`src/rtl/om_ctrl.sv`:
```
// om_ctrl: clears the output memory, then round-robins a write and a read requester
// onto its single RAM port.
// Ports:
//   iClk, iReset_n (sync, active low)
//   iStart/oBusy/oDone : clear control and status
//   iWr_*/oWr_ack      : write requester
//   iRd_*/oRd_*        : read requester and read-return data
//   o*_OM/iData_from_OM: OM RAM port
module om_ctrl #(
  parameter int ADDR_W = 13,
  parameter int DATA_W = 32,
  parameter int DEPTH  = 4800,
  parameter logic [DATA_W-1:0] INIT_VALUE = 'h0011EB85,
  parameter int RD_LAT = 2
) (
  input  logic              iClk,
  input  logic              iReset_n,
  input  logic              iStart,
  output logic              oBusy,
  output logic              oDone,
  input  logic              iWr_req,
  input  logic [ADDR_W-1:0] iWr_addr,
  input  logic [DATA_W-1:0] iWr_data,
  output logic              oWr_ack,
  input  logic              iRd_req,
  input  logic [ADDR_W-1:0] iRd_addr,
  output logic              oRd_ack,
  output logic              oRd_valid,
  output logic [DATA_W-1:0] oRd_data,
  output logic [ADDR_W-1:0] oAddr_OM,
  output logic              oWrreq_OM,
  output logic              oRdreq_OM,
  output logic [DATA_W-1:0] oData_to_OM,
  input  logic [DATA_W-1:0] iData_from_OM
);

  localparam logic [ADDR_W:0]   DEPTH_X = (ADDR_W+1)'(DEPTH);
  localparam logic [ADDR_W-1:0] LAST    = ADDR_W'(DEPTH-1);

  typedef enum logic [1:0] {IDLE, CLEAR, SERVE} state_t;

  state_t            state;
  logic              lastRd;
  logic [RD_LAT-1:0] rdPipe;
  logic [RD_LAT-1:0] rngPipe;

  logic wrIn, rdIn, wrElig, rdElig;
  logic serveGo, startNow, grantWr, grantRd;

  always_comb begin
    wrIn     = {1'b0, iWr_addr} < DEPTH_X;
    rdIn     = {1'b0, iRd_addr} < DEPTH_X;
    // an ack showing this cycle belongs to the request still on the bus
    wrElig   = iWr_req && !oWr_ack;
    rdElig   = iRd_req && !oRd_ack;
    startNow = iStart && (state == IDLE || state == SERVE);
    serveGo  = (state == SERVE) && !iStart;
    grantWr  = serveGo && wrElig && (!rdElig || lastRd);
    grantRd  = serveGo && rdElig && !grantWr;
  end

  always_ff @(posedge iClk) begin
    if (!iReset_n) begin
      state       <= IDLE;
      lastRd      <= 1'b1;
      rdPipe      <= '0;
      rngPipe     <= '0;
      oBusy       <= 1'b0;
      oDone       <= 1'b0;
      oWr_ack     <= 1'b0;
      oRd_ack     <= 1'b0;
      oRd_valid   <= 1'b0;
      oRd_data    <= '0;
      oAddr_OM    <= '0;
      oWrreq_OM   <= 1'b0;
      oRdreq_OM   <= 1'b0;
      oData_to_OM <= '0;
    end else begin
      oWrreq_OM <= 1'b0;
      oRdreq_OM <= 1'b0;
      oWr_ack   <= 1'b0;
      oRd_ack   <= 1'b0;
      oDone     <= 1'b0;

      // read-return pipe runs in every state so a clear
      // cannot swallow reads that were already acked
      for (int i = RD_LAT-1; i > 0; i--) begin
        rdPipe[i]  <= rdPipe[i-1];
        rngPipe[i] <= rngPipe[i-1];
      end
      rdPipe[0]  <= grantRd;
      rngPipe[0] <= rdIn;
      oRd_valid  <= rdPipe[RD_LAT-1];
      if (rdPipe[RD_LAT-1])
        oRd_data <= rngPipe[RD_LAT-1] ? iData_from_OM : '0;

      if (startNow) begin
        state       <= CLEAR;
        oBusy       <= 1'b1;
        oWrreq_OM   <= 1'b1;
        oAddr_OM    <= '0;
        oData_to_OM <= INIT_VALUE;
        oDone       <= (DEPTH == 1);
      end else begin
        unique case (state)
          IDLE: ;
          CLEAR: begin
            if (oAddr_OM == LAST) begin
              state <= SERVE;
              oBusy <= 1'b0;
            end else begin
              oWrreq_OM <= 1'b1;
              oAddr_OM  <= oAddr_OM + 1'b1;
              oDone     <= (oAddr_OM + 1'b1) == LAST;
            end
          end
          SERVE: begin
            if (grantWr) begin
              oWr_ack     <= 1'b1;
              oWrreq_OM   <= wrIn;
              oAddr_OM    <= iWr_addr;
              oData_to_OM <= iWr_data;
              lastRd      <= 1'b0;
            end else if (grantRd) begin
              oRd_ack   <= 1'b1;
              oRdreq_OM <= rdIn;
              oAddr_OM  <= iRd_addr;
              lastRd    <= 1'b1;
            end
          end
          default: state <= IDLE;
        endcase
      end
    end
  end

endmodule

```
`config.mk`:
```
export PLATFORM = sky130hd
export DESIGN_NAME = om_ctrl
export DESIGN_NICKNAME = d
export VERILOG_FILES = /design/src/rtl/om_ctrl.sv
export SDC_FILE = /design/constraint.sdc
export NUM_CORES = 1
export LEC_CHECK = 0
export BUFFER_PORTS_ARGS = -buffer_cell sky130_fd_sc_hd__buf_2
export CAP_MARGIN = 20
export CELL_PAD_IN_SITES_DETAIL_PLACEMENT = 1
export CELL_PAD_IN_SITES_GLOBAL_PLACEMENT = 1
export CORE_MARGIN = 2
export CORE_UTILIZATION = 30
export CTS_CLUSTER_SIZE = 16
export DETAILED_ROUTE_END_ITERATION = 7
export PLACE_DENSITY_LB_ADDON = 0.15
export SYNTH_ARGS = -nofsm -noshare
export SYNTH_HDL_FRONTEND = slang
export SYNTH_SLANG_ARGS = --single-unit
```
`constraint.sdc`:
```
create_clock -name iClk -period 2.24 [get_ports iClk]
set_input_delay 0.448 -clock iClk [delete_from_list [all_inputs] [get_ports iClk]]
set_output_delay 0.448 -clock iClk [all_outputs]
set_load 0.03 [all_outputs]
```
==> implementation parameters, run 1 <==
Parameter                              Value

Status
  Run status ... finished clean

Place
  Port bufs ... 178
  Pre-CTS setup slack ... -0.00929 ns
  Cell Count Post-Placement ... 825
  Post-detail-place hpwl ... 9.73 mm
  Routability cong. ... 0.829

Flow run
  Total of max-cap violations ... 0

Route
  Remaining antenna violation count ... 0
  Number of DRC violations after detailed routing ... 0
  DR vias/cell ... 4.86
  Drt total wl ... 13.1 mm
  Drt first-iter violations ... 183
  Total number of vias ... 4089
  Post-DR wirelength/cell ... 15.6 um
  Number of iterations in the first detailed-routing pass ... 4

Clock tree
  Clock tree from TritonCTS ... done
  Clock latency at the later pin of the worst-skew pair ... 0.34 ns
  CTS H-Tree Depth ... 3
  Number of setup buffers added after CTS ... 0
  CTS root buf ... sky130_fd_sc_hd__clkbuf_16
  Clock transition at the register clock pins on the worst setup and hold paths after CTS ... 0.07 ns
  Sink Count ... 91
  Total clock buffers created by CTS ... 9
  Hold bufs inserted after CTS ... 0
  Bufs on Longest Clock Path ... 2

Timing
  Unrepaired setup endpoints after global routing ... false
  Max_slew headroom ... 61.5%
  Post-Route Skew ... 0.00675 ns
  Final worst path period share ... 94.6%
  Setup-failing EPs final ... 0
  Final WS setup ... 0.122 ns
  Clock period minus worst slack ... 2.12 ns
  Setup total negative slack ... 0 ns
  Max-slew violation count ... 0
  Maximum achievable frequency ... 0.472 GHz
  Total count of hold-check failures in the final report ... 0
  Worst slew pin tran ... 0.577 ns

Die
  Vertical die dimension ... 120 um
  Die Area ... 14300 um^2
  FP Rows ... 42
  Width of the die ... 120 um
  Core box area ... 13100 um^2
  I/O pin cnt ... 179
  Starting utilization of the core area ... 30.6%

Final layout
  Sequential cell area ... 1830 um^2
  Most common cell after layout, fill and taps aside ... sky130_fd_sc_hd__buf_2
  Count of nets after finishing ... 761
  Layout Area Growth over Synthesis ... 36.7%
  Share of post-route cells with drive strength above 1 ... 35.6%
  Number of diodes ... 0
  Multi-input logic area ... 2040 um^2
  Number of fill cells in the layout ... 1621
  Fin cells ... 842
  Commonest non-fill, non-tap cells in the layout ... sky130_fd_sc_hd__buf_2 (178), sky130_fd_sc_hd__dfxtp_1 (89), sky130_fd_sc_hd__nor2b_1 (66), sky130_fd_sc_hd__a21oi_1 (66), sky130_fd_sc_hd__nand2_1 (63)

Yosys
  Register bit total from synthesis ... 91
  Mean cell area of the mapped netlist ... 8.33 um^2
  Post-synth design cell area ... 4020 um^2
  Number of flops mapped to enable cells by yosys ... 0
  Net Count, Synth ... 582
  Post-synthesis cell type with the largest combined area ... sky130_fd_sc_hd__dfxtp_1
  Top cell type's share of synthesized area ... 45.4%
  Most area-consuming cells after synthesis ... sky130_fd_sc_hd__dfxtp_1 (45%), sky130_fd_sc_hd__nor2b_1 (10%), sky130_fd_sc_hd__a21oi_1 (8.2%)
  Post-synthesis async set-or-reset flop share ... 0%
  Top flip-flop cell by instance count after synthesis ... sky130_fd_sc_hd__dfxtp_1
  Count of warnings emitted by yosys ... 0
  Synth cell types ... 48
  Post-Syn Instances ... 482
  Portion of the post-synthesis area used by sequential elements ... 45.4%

Power and ir drop
  Worst VDD drop ... 260 uV
  Power per cell area ... 623 nW/um^2
  Leakage component of the power ... 2.42 nW

Global routing
  Global-route wire length before repair ... 21.1 mm
  Maximum number of pins on one net before global-route repair ... 34
  Number of global-route vias before repair ... 4142
  Total track usage ... 18.4%
  Antenna violations before repair ... 0
  GRT Residual Overflow ... 0

Worst setup path
  Capturing element type of the critical path ... register
  Data required time of the critical path ... 2.52 ns
  Crit-path max FO ... 14
  Crit. Startpoint ... oAddr_OM[0]$_SDFFE_PP0P_
  Startpoint of the lowest-slack register-to-register path ... oAddr_OM[0]$_SDFFE_PP0P_
  Critical path arrival ... 2.39 ns
  Setup CP Type ... register to register
  Kind of start point of the critical path ... register

Min path
  Source of the worst hold timing path ... iWr_data[1]
  Hold WC Path Type ... primary input to register
metal layers:
layer | vias to the layer above | global-route usage, % | part of all wire [%]
met5 | - | 0 | 0
met2 | 126 | 29.7 | 46
met1 | 1944 | 24.1 | 46
li1 | 2006 | - | -
met3 | 13 | 4.61 | 6.3
met4 | 0 | 6.18 | 1.4
power by group:
group / switching [mW] / internal [mW]
Sequential: 0.0157 / 1.64
Clock: 0.653 / 0.783
Combinational: 0.184 / 0.142
cells by family after synthesis:
family,synth area share (%)
and+or+nand+nor,29.9
AOI/OAI and AO/OA,16.7
DFF,45.4
buffers and inverters,4.30
muxes,1.28
adders and majority gates,1.56
xor gates and xnor gates,0.872
what timing repair did:
action	CTS	global route
endpoints found under the hold margin	0	0
resized for setup	1	2
setup endpoints to repair	6	10
critical path: stages, from the launching register on:
cell and delay, ns:
sky130_fd_sc_hd__dfxtp_4 0.37, sky130_fd_sc_hd__ha_2 0.22, sky130_fd_sc_hd__nand3_2 0.08, sky130_fd_sc_hd__or3_1 0.40
sky130_fd_sc_hd__o41a_4 0.60, sky130_fd_sc_hd__a211oi_2 0.22, sky130_fd_sc_hd__o21bai_2 0.14
final cells by class:
cell class / count / area share, %
Clock buffer: 10 / 4.35
Sequential cell: 91 / 33.3
Timing Repair Buffer: 204 / 19.9
Tap cell: 176 / 4.01
Inverter: 7 / 0.478
Multi-Input combinational cell: 348 / 37.2
Clock inverter: 6 / 0.706
per-stage QoR:
step           hold WS, ns  power (mW)  util, %  instance area, um^2
3_3_place_gp         0.416        2.02     39.5                 5190
5_1_grt              0.334        3.58     41.8                 5490
3_5_place_dp         0.426        2.02     39.5                 5190
4_1_cts              0.324        3.47     41.6                 5470
6_report             0.338        3.42     41.8                 5490
2_1_floorplan        0.412        1.86        -                 4030
sequential cells by signal, summed over array words and instances (netlist names):
name / count
oData_to_OM: 32
oBusy: 1
oRd_data: 32
rdPipe: 2
oRd_valid: 1
oAddr_OM: 13
oWrreq_OM: 1
oRd_ack: 1
lastRd: 1
rngPipe: 2
oWr_ack: 1
state: 2
oRdreq_OM: 1
oDone: 1
cells in the mapped netlist, types with 5 or more instances:
master / count
sky130_fd_sc_hd__o21ai_0: 11
sky130_fd_sc_hd__ha_1: 5
sky130_fd_sc_hd__nor2_1: 20
sky130_fd_sc_hd__and2_1: 8
sky130_fd_sc_hd__nor2b_1: 67
sky130_fd_sc_hd__nor3_1: 15
sky130_fd_sc_hd__dfxtp_1: 91
sky130_fd_sc_hd__a21oi_1: 66
sky130_fd_sc_hd__nor3b_1: 14
sky130_fd_sc_hd__clkbuf_1: 30
sky130_fd_sc_hd__nand3_1: 16
sky130_fd_sc_hd__inv_1: 7
sky130_fd_sc_hd__nand2_1: 63
worst paths after layout:
check | to | slack (ns) | cells past startpoint
setup / recovery | oAddr_OM[11]$_SDFFE_PP0P_ | 0.12 | 6
hold / removal | oData_to_OM[1]$_SDFFE_PP0P_ | 0.34 | 3
setup reg to reg | oAddr_OM[11]$_SDFFE_PP0P_ | 0.12 | 6
hold reg to reg | rdPipe[1]$_SDFF_PN0_ | 0.44 | 1
(Power assumes the default switching activity.)
==> run 2: changes to the inputs <==
- CORE_ASPECT_RATIO: default -> 1.4
- SKIP_LAST_GASP: default -> 1
==> implementation parameters, run 2 (synthesized netlist as in run 1, its figures left out) <==
Parameter                              Value

Place
  Post-detail-place hpwl ... 10.3 mm (was 9.73 mm)
  Port bufs ... 178 (unchanged)
  Routability cong. ... 0.855 (was 0.829)
  Placed inst area ... 5190 um^2 (unchanged)

Clock tree
  Clock tree from TritonCTS ... done (unchanged)
  Clock latency at the later pin of the worst-skew pair ... 0.34 ns (about the same)
  CTS H-Tree Depth ... 3 (unchanged)
  Sink Count ... 91 (unchanged)
  Total clock buffers created by CTS ... 9 (unchanged)
  Clock transition at the register clock pins on the worst setup and hold paths after CTS ... 0.07 ns (about the same)
  CTS root buf ... sky130_fd_sc_hd__clkbuf_16 (unchanged)
  Bufs on Longest Clock Path ... 2 (unchanged)
  Hold bufs inserted after CTS ... 0 (unchanged)
  Number of setup buffers added after CTS ... 0 (unchanged)

Final layout
  Share of post-route cells with drive strength above 1 ... 35.2% (was 35.6%)
  Number of diodes ... 0 (unchanged)
  Most common cell after layout, fill and taps aside ... sky130_fd_sc_hd__buf_2 (unchanged)
  Number of fill cells in the layout ... 1640 (was 1621)
  Sequential cell area ... 1830 um^2 (unchanged)
  Layout Area Growth over Synthesis ... 38.2% (was 36.7%)
  Multi-input logic area ... 2050 um^2 (was 2040 um^2)
  Commonest non-fill, non-tap cells in the layout ... sky130_fd_sc_hd__buf_2 (178), sky130_fd_sc_hd__dfxtp_1 (89), sky130_fd_sc_hd__nor2b_1 (67) (was sky130_fd_sc_hd__buf_2 (178), sky130_fd_sc_hd__dfxtp_1 (89), sky130_fd_sc_hd__nor2b_1 (66), sky130_fd_sc_hd__a21oi_1 (66), sky130_fd_sc_hd__nand2_1 (63))
  Final core utilization ... 42.0% (was 41.8%)
  Count of nets after finishing ... 760 (was 761)
  Post-layout instance area ... 5550 um^2 (was 5490 um^2)
  Registers with the most flip-flops ... oData_to_OM: 32 flops, oRd_data: 32 flops, oAddr_OM: 13 flops (unchanged)

Die
  I/O pin cnt ... 179 (unchanged)
  Starting utilization of the core area ... 30.4% (was 30.6%)
  Core box area ... 13200 um^2 (was 13100 um^2)
  Width of the die ... 102 um (was 120 um)
  FP Rows ... 50 (was 42)
  Vertical die dimension ... 141 um (was 120 um)
  Die Area ... 14300 um^2 (about the same)

Flow run
  Total of max-cap violations ... 0 (unchanged)

Global routing
  Antenna violations before repair ... 0 (unchanged)
  Global-route wire length before repair ... 21.1 mm (about the same)
  Total track usage ... 18.7% (was 18.4%)
  GRT Residual Overflow ... 0 (unchanged)
  Number of global-route vias before repair ... 4291 (was 4142)
  Maximum number of pins on one net before global-route repair ... 54 (was 34)

Timing
  Setup total negative slack ... 0 ns (unchanged)
  Setup-failing EPs final ... 0 (unchanged)
  Maximum achievable frequency ... 0.479 GHz (was 0.472 GHz)
  Max_slew headroom ... 59.3% (was 61.5%)
  Max-slew violation count ... 0 (unchanged)
  Post-Route Skew ... 0.0120 ns (was 0.00675 ns)
  Total count of hold-check failures in the final report ... 0 (unchanged)
  Unrepaired setup endpoints after global routing ... true (was false)
  Clock period minus worst slack ... 2.09 ns (was 2.12 ns)
  Worst slew pin tran ... 0.606 ns (was 0.577 ns)
  Final worst path period share ... 93.2% (was 94.6%)

Status
  Run status ... finished clean (unchanged)

Power and ir drop
  Power per cell area ... 660 nW/um^2 (was 623 nW/um^2)
  Leakage component of the power ... 2.43 nW (was 2.42 nW)
  Worst VDD drop ... 271 uV (was 260 uV)
  Power consumption ... 3.66 mW (was 3.42 mW)

Worst setup path
  Critical path arrival ... 2.31 ns (was 2.39 ns)
  Setup CP Type ... register to register (unchanged)
  Data required time of the critical path ... 2.47 ns (was 2.52 ns)
  Capturing element type of the critical path ... register (unchanged)
  FF-to-FF path depth ... 7 (was 6)
  Kind of start point of the critical path ... register (unchanged)
  Crit-path max FO ... 7 (was 14)

Route
  Number of iterations in the first detailed-routing pass ... 4 (unchanged)
  Remaining antenna violation count ... 0 (unchanged)
  DR vias/cell ... 4.86 (about the same)
  Number of DRC violations after detailed routing ... 0 (unchanged)
  Post-DR wirelength/cell ... 15.7 um (was 15.6 um)
  Total number of vias ... 4113 (was 4089)
  Drt first-iter violations ... 138 (was 183)
  Drt total wl ... 13.3 mm (was 13.1 mm)

Min path
  Hold WC Path Type ... primary input to register (unchanged)
  Number of cells traversed by the worst hold path ... 3 (unchanged)
-- run 2: per-layer routing --
| metal | share of wire, % | GRT usage [%] | up-vias |
|---|---|---|---|
| met5 | 0 | 0 | - |
| met4 | 1.5 | 6.69 | 0 |
| met3 | 5.6 | 4.41 | 16 |
| met2 | 52 | 34.0 | 134 |
| met1 | 40 | 20.7 | 1960 |
| li1 | - | - | 2003 |
-- run 2: worst paths after layout --
kind / slack (ns) / start / end
worst max-delay path: 0.15 / oAddr_OM[0]$_SDFFE_PP0P_ / oAddr_OM[2]$_SDFFE_PP0P_
worst min register to register: 0.43 / rngPipe[0]$_SDFF_PN0_ / rngPipe[1]$_SDFF_PN0_
worst max register to register: 0.15 / oAddr_OM[0]$_SDFFE_PP0P_ / oAddr_OM[2]$_SDFFE_PP0P_
worst min-delay path: 0.35 / iWr_data[28] / oData_to_OM[28]$_SDFFE_PP0P_
-- run 2: area by class of cell --
cell class | count | share of cell area, %
timing repair buffer | 203 | 19.6
sequential | 91 | 33.0
clock buffer | 13 | 4.69
multi-input combinational | 348 | 36.9
clock inverter | 3 | 1.24
tap | 182 | 4.10
inverter | 7 | 0.474
-- run 2: worst max-delay path, cell delays in order (launching register included) --
cell	delay, ns
sky130_fd_sc_hd__dfxtp_4	0.38
sky130_fd_sc_hd__ha_2	0.20
sky130_fd_sc_hd__nand3_2	0.08
sky130_fd_sc_hd__or3_4	0.39
sky130_fd_sc_hd__o41ai_4	0.38
sky130_fd_sc_hd__buf_4	0.20
sky130_fd_sc_hd__nor2_1	0.09
sky130_fd_sc_hd__a32o_1	0.25
-- run 2: power by group --
part | internal (mW) | leakage, nW | switching (mW)
clock network | 1.04 | 0.160 | 0.630
registers | 1.64 | 0.739 | 0.0165
logic | 0.140 | 1.53 | 0.184
total | 2.83 | 2.43 | 0.831
-- run 2: timing repair --
item	in CTS	in global routing
gates cloned	0	0
gates resized for setup	1	3
setup endpoints to repair	8	18
-- run 2: through the flow --
| stage | setup slack [ns] | cells | hold slack [ns] |
|---|---|---|---|
| 6_report | 0.152 | 847 | 0.350 |
| 3_5_place_dp | -0.0318 | 830 | 0.420 |
| 2_1_floorplan | 0.0205 | 482 | 0.412 |
| 4_1_cts | 0.0312 | 846 | 0.335 |
| 5_1_grt | -0.00749 | 847 | 0.356 |
| 3_3_place_gp | 0.0158 | 830 | 0.416 |
